==> src/rtl/scc_fetch_queue.sv <==
// scc_fetch_queue: instruction prefetch queue sitting between the scc core and
// the instruction memory. It issues sequential fetches and absorbs the one-cycle
// memory read latency. It buffers up to DEPTH {word, pc} entries and hands them
// to the core over a valid/ready handshake. A redirect flushes the queue and
// restarts fetch at a new address.
module scc_fetch_queue #(
  parameter int unsigned          DEPTH    = 4,
  parameter int unsigned          ADDR_W   = 32,
  parameter int unsigned          DATA_W   = 32,
  parameter int unsigned          PC_INC   = 4,
  parameter logic [ADDR_W-1:0]    RESET_PC = '0
) (
  input  logic                        clk,
  input  logic                        rst,
  input  logic                        clk_en,
  input  logic                        halt_f,
  input  logic                        redirect,
  input  logic [ADDR_W-1:0]           redirect_pc,
  output logic                        imem_en,
  output logic [ADDR_W-1:0]           imem_a,
  input  logic [DATA_W-1:0]           imem_v,
  output logic                        inst_valid,
  output logic [DATA_W-1:0]           inst_v,
  output logic [ADDR_W-1:0]           inst_pc,
  input  logic                        inst_ready,
  output logic [$clog2(DEPTH+1)-1:0]  q_count
);

  localparam int unsigned CW = $clog2(DEPTH + 1);
  localparam int unsigned PW = $clog2(DEPTH);

  logic [ADDR_W-1:0] fetch_pc;
  logic [ADDR_W-1:0] tag_pc;
  logic              pend;
  logic [CW-1:0]     count;
  logic [PW-1:0]     rd_ptr;
  logic [PW-1:0]     wr_ptr;

  logic [DATA_W-1:0] word_mem [DEPTH];
  logic [ADDR_W-1:0] pc_mem   [DEPTH];

  logic [CW:0]       reserved;
  logic              push;
  logic              pop;

  // Issue, push and pop decisions; the in-flight request counts against free space
  always_comb begin
    reserved   = {1'b0, count} + (CW + 1)'(pend);
    imem_en    = clk_en & ~halt_f & ~redirect & ~rst & (reserved < (CW + 1)'(DEPTH));
    inst_valid = (count != '0);
    push       = pend & ~redirect;
    pop        = clk_en & inst_valid & inst_ready & ~redirect;
  end

  assign imem_a  = fetch_pc;
  assign inst_v  = word_mem[rd_ptr];
  assign inst_pc = pc_mem[rd_ptr];
  assign q_count = count;

  // Fetch PC, pending flag, pointers and occupancy; redirect flushes everything
  always_ff @(posedge clk) begin
    if (rst) begin
      fetch_pc <= RESET_PC;
      tag_pc   <= RESET_PC;
      pend     <= 1'b0;
      count    <= '0;
      rd_ptr   <= '0;
      wr_ptr   <= '0;
    end else if (redirect) begin
      fetch_pc <= redirect_pc;
      pend     <= 1'b0;
      count    <= '0;
      rd_ptr   <= '0;
      wr_ptr   <= '0;
    end else begin
      pend <= imem_en;
      if (imem_en) begin
        fetch_pc <= fetch_pc + ADDR_W'(PC_INC);
        tag_pc   <= fetch_pc;
      end
      if (push) begin
        wr_ptr <= wr_ptr + PW'(1);
      end
      if (pop) begin
        rd_ptr <= rd_ptr + PW'(1);
      end
      case ({push, pop})
        2'b10:   count <= count + CW'(1);
        2'b01:   count <= count - CW'(1);
        default: count <= count;
      endcase
    end
  end

  // Entry storage; the returning word is paired with the PC it was fetched from
  always_ff @(posedge clk) begin
    if (!rst && push) begin
      word_mem[wr_ptr] <= imem_v;
      pc_mem[wr_ptr]   <= tag_pc;
    end
  end

endmodule

==> config.mk <==
export PLATFORM = sky130hd
export DESIGN_NAME = scc_fetch_queue
export DESIGN_NICKNAME = d
export VERILOG_FILES = /design/src/rtl/scc_fetch_queue.sv
export SDC_FILE = /design/constraint.sdc
export NUM_CORES = 1
export LEC_CHECK = 0
export BUFFER_PORTS_ARGS = -buffer_cell sky130_fd_sc_hd__buf_4
export CAP_MARGIN = 10
export CORE_MARGIN = 8
export CORE_UTILIZATION = 50
export CTS_BUF_LIST = sky130_fd_sc_hd__clkbuf_8
export CTS_CLUSTER_SIZE = 10
export DETAILED_ROUTE_END_ITERATION = 8
export GPL_TIMING_DRIVEN = 0
export PLACE_DENSITY = 0.71
export SETUP_SLACK_MARGIN = 0.05
export SLEW_MARGIN = 25
export SYNTH_ARGS = -nofsm -noshare
export SYNTH_HDL_FRONTEND = slang
export SYNTH_SLANG_ARGS = --single-unit
==> constraint.sdc <==
create_clock -name clk -period 5.5 [get_ports clk]
set_input_delay 1.375 -clock clk [delete_from_list [all_inputs] [get_ports clk]]
set_output_delay 1.375 -clock clk [all_outputs]
set_load 0.05 [all_outputs]
## Yosys cells after proc, flatten, opt, wreduce, memory -nomap -nowiden

Memories as Yosys holds them, arrays and structs flattened. A register that Yosys moved wholly into a read port is not among the register bits.
Index checks and enable logic that the tools add are counted.

- Bits in registers: 72
- Memory bits (writable): 256
- Output and inout bits: 101
- Memories: 2

Memories:

| name | depth | width | read ports | clocked after Yosys merged registers in | write ports | line | source |
|---|---|---|---|---|---|---|---|
| pc_mem | 4 | 32 | 1 | 1 | 1 | 40 | `logic [ADDR_W-1:0] pc_mem [DEPTH];` |
| word_mem | 4 | 32 | 1 | 1 | 1 | 39 | `logic [DATA_W-1:0] word_mem [DEPTH];` |

- Add/sub/neg operators: 6
- Magnitude comparators: 1
- Equality and inequality tests: 2
- Multiplexer cells: 9
- Bitwise logic cells: 11
- Reductions and logical operators: 7

Operator list:

| kind | number |
|---|---|
| $mux W32 | 2 |
| $add A32 B3 Y32 const B | 1 |
| $and A1 B1 Y1 | 8 |
| $mux W2 | 4 |
| $pmux W3 S2 | 1 |
| $add A2 B1 Y2 const B | 2 |
| $add A3 B1 Y4 | 1 |
| $lt A4 B3 Y1 const B | 1 |
| $reduce_bool A2 Y1 | 2 |
| $add A3 B1 Y3 const B | 1 |
| $not A1 Y1 | 3 |
| $reduce_bool A3 Y1 | 1 |
| $sub A3 B1 Y3 const B | 1 |
| $eq A2 B1 Y1 const B | 1 |
| $eq A2 B2 Y1 const B | 1 |
| $mux W1 | 2 |
| $reduce_and A2 Y1 | 1 |
| $reduce_or A2 Y1 | 1 |
| $logic_and A1 B1 Y1 | 1 |
| $logic_not A1 Y1 | 1 |

## Depth between registers and ports, before layout

- Word-level depth: 7
- Gate-level depth with buffers: 10
- Depth with buffers taken out: 8

## Worst setup path before layout

Ideal clock, no wire load.

- Path type: input-to-output
- Start: input redirect
- End: output imem_en
- Arrival: 2.798 ns
- Data required time: 4.125 ns
- Setup slack: 1.327 ns
- Cell stages on the path: 5
- Buffers on the path: 2
- Cell sequence: clkbuf_1 nor2_1 nand3_1 clkinv_1 buf_1

- Longest elaborated chain between the ends: 4

Ends and longest elaborated chain:

| item | line | source |
|---|---|---|
| from (decl) | 17 | `input logic redirect,` |
| $not A1 Y1 (no line) | n/a |  |
| $and A1 B1 Y1 (3 in series) | 49 | `imem_en = clk_en & ~halt_f & ~redirect & ~rst & (reserved < (CW + 1)'(DEPTH));` |
| to (decl) | 19 | `output logic imem_en,` |

No other way between the ends.

## Worst setup path in the final report

Ends and elaborated chain as after synthesis.

==> results.toml <==
[logic_synthesis]
syn_nets = 842
ys_seq_area_share_pct = 72.11
synthFlopType = "edfxtp_1"
synth_cell_types = 53
syn_avg_cell_area_um2 = 16.62
yosys-top-cells-area = "edfxtp_1 60%, dfxtp_1 12%, mux4_2 11%, nand2_1 2.4%, a21oi_1 1.4%"
synth.most_common_cell = "edfxtp_1"
synth_cells = 765
synth-seq-cells = 330
yosysTopAreaCellShare_pct = 60.46
synth_common_cells = "256 x edfxtp_1, 82 x nand2_1, 74 x dfxtp_1"
synth_area_leader_cell = "edfxtp_1"
synth-edff-count = 256
yosys_warnings = 0
async_reset_ff_share_pct = 0
syn_area_um2 = 12710

[worst_setup_path]
worst-setup-path-type = "in2out"
critPathArrivalTime_ns = 3.36
critPathMaxFanout = 10
worstSetupStartpointType = "primary input"
critPathCaptureType = "primary output"
required_ns = 4.12

[global_routing]
grt_pass1_wl_um = 45040
grt_pass1_vias = 8018
overflow = 0
grt_usage_pct = 18.66
grt_max_degree = 36
grt_use_met2_pct = 30.28
use_met3_pct = 5.261
top_usage_layer = "met2"
met1_usage_pct = 24.31
antenna_found_initial = 0

[placement]
io_buffer_count = 169
post-place-ws_ns = 0.7669
dpl.hpwl_um = 19170
gp_congestion = 0.8730

[routing]
wl_per_cell_um = 21.08
first_pass_iters = 5
vias = 7682
route.detailed.drc = 0
drt_iter0_markers = 618
vias_per_cell = 5.620
postRouteAntennaNets = 0
drt_wl_total_um = 28810

[sta]
worst_slack_ns = 0.7683
final_max_slew_viol_count = 0
period_minus_slack_ns = 4.732
tightest_slew_ns = 1.076
period_share_pct = 86.03
tns_ns = 0
rsz0062_at_grt = "no"
worst_hold_slack_ns = 0.4977
hold_viol = 0
slew_headroom_pct = 27.59
fin_skew_ns = 0.02307
max_clock_freq_ghz = 0.2113
setup-violations-final = 0

[clock_tree]
cts_root_buf = "clkbuf_8"
cts.sinks = 330
clock_path_buffers = 3
numCtsBuffers = 54
tritoncts = "yes"
postCtsResizedCells = 0
cts.hold.buffers_added = 0
clk_latency_ns = 0.58
cts_setup_buffers = 0
ctsHtreeMaxLevel = 2
clk_pin_slew_worst_paths_ns = 0.06

[pwr]
netSwitchingFraction_pct = 21.92
intPower_mw = 4.023
finalPower_mw = 5.153
p_sw_mw = 1.130
clkPwrFrac_pct = 42.3
powerDensity_nw_per_um2 = 329.7
seqPwrFrac_pct = 53.0
power_frac_comb_pct = 4.6
peakVddDrop_v = 0.0002075
power_leakage_nw = 5.282

[floorplanning]
fp.dieH_um = 175.5
die_area_um2 = 30790
die_w_um = 175.5
start_util_pct = 50.64
row_count = 58
fp.coreArea_um2 = 25110
io_pins = 171

[final_layout]
areaGrowthSynthToFinish_pct = 22.92
diodes = 0
final_net_count = 1071
drive_above_1_share_pct = 32.69

[worst_hold_path]
hold_class = "reg2reg"

[flow_run]
cap_viol_max_count = 0

[outcome]
status = "complete, no violations"
[power by group through the flow]
stage | clock network, mW | registers [mW] | logic, mW
2_1_floorplan | 0 | 2.83 | 0.0761
3_3_place_gp | 0 | 2.78 | 0.235
3_5_place_dp | 0 | 2.78 | 0.239
4_1_cts | 2.23 | 2.73 | 0.239
5_1_grt | 2.35 | 2.73 | 0.254
6_report | 2.18 | 2.73 | 0.239
[critical path: stages]
cell	delay (ns)
clkbuf_1	0.20
nor2_1	0.44
nand3_1	0.37
clkinv_1	0.26
buf_1	0.40
buf_4	0.30
[flip-flops by register name, summed over array words and instances, names as in the netlist, named ones only]
register	count
wr_ptr	2
tag_pc	32
pc_mem	128
imem_a	32
word_mem	128
rd_ptr	2
pend	1
q_count	3
[layout by cell type (no fill, tap or decap), types with 4 or more instances in the layout]
| master | n |
|---|---|
| edfxtp_1 | 256 |
| buf_4 | 169 |
| nand2_1 | 82 |
| dfxtp_1 | 74 |
| mux4_2 | 64 |
| clkbuf_8 | 60 |
| a21oi_1 | 35 |
| nor2_1 | 34 |
| clkbuf_1 | 27 |
| inv_1 | 25 |
| a311oi_1 | 18 |
| or4_1 | 17 |
| nand4_1 | 15 |
| clkinv_2 | 12 |
| o31ai_1 | 11 |
| nand3_1 | 10 |
| clkinv_1 | 10 |
| buf_2 | 9 |
| or3_1 | 7 |
| a211oi_1 | 7 |
| xor2_1 | 6 |
| ha_1 | 6 |
| buf_1 | 5 |
| and4_1 | 5 |
| o21ai_0 | 5 |
| xnor2_1 | 5 |
| nor4_1 | 5 |
| bufinv_16 | 5 |
| and3_4 | 4 |
| and3_1 | 4 |
| mux2i_1 | 4 |
| a2111oi_0 | 4 |
| buf_12 | 4 |
[final timing paths]
| check | from | end | slack, ns | cells past startpoint |
|---|---|---|---|---|
| worst max-delay path | redirect | imem_en | 0.77 | 6 |
| worst min-delay path | tag_pc[6] | pc_mem[1][6] | 0.50 | 0 |
| worst max register to register | imem_a[4] | imem_a[26] | 3.03 | 4 |
| worst min register to register | tag_pc[6] | pc_mem[1][6] | 0.50 | 0 |
[cell families after synthesis]
logic type / Yosys count / share of synthesized area (%)
AO/OA/AOI/OAI: 90 / 4.881
XOR/XNOR: 11 / 0.7577
adder cells (fa/ha/maj): 7 / 0.7479
buffers and inverters: 58 / 1.801
flip-flops: 330 / 72.11
multiplexers: 68 / 11.65
AND/OR/NAND/NOR: 201 / 8.050
[layer usage]
layer | part of all wire (%) | wire (um) | up-vias
met3 | 8.2 | 2362 | 39
met2 | 48 | 13830 | 308
li1 | - | - | 3521
met5 | 0 | 0 | -
met1 | 42 | 12200 | 3814
met4 | 1.5 | 420 | 0
[area by class of cell]
type / count / area [um^2]
timing repair buffer: 173 / 1349
tap: 330 / 412.9
buffer: 41 / 165.2
fill: 1908 / 9480
sequential: 330 / 9169
clock inverter: 39 / 306.5
inverter: 17 / 63.81
multi-input combinational: 377 / 3337
clock buffer: 60 / 825.8
[per-stage QoR]
stage,std cells,util [%],area [um^2]
after floorplan,765,-,12710
after global placement,1264,57.34,14400
after detailed placement,1268,57.73,14500
after CTS,1367,62.24,15630
after global routing,1367,62.24,15630
final,1367,62.24,15630
No activity file was read; power rests on OpenSTA's default activity.
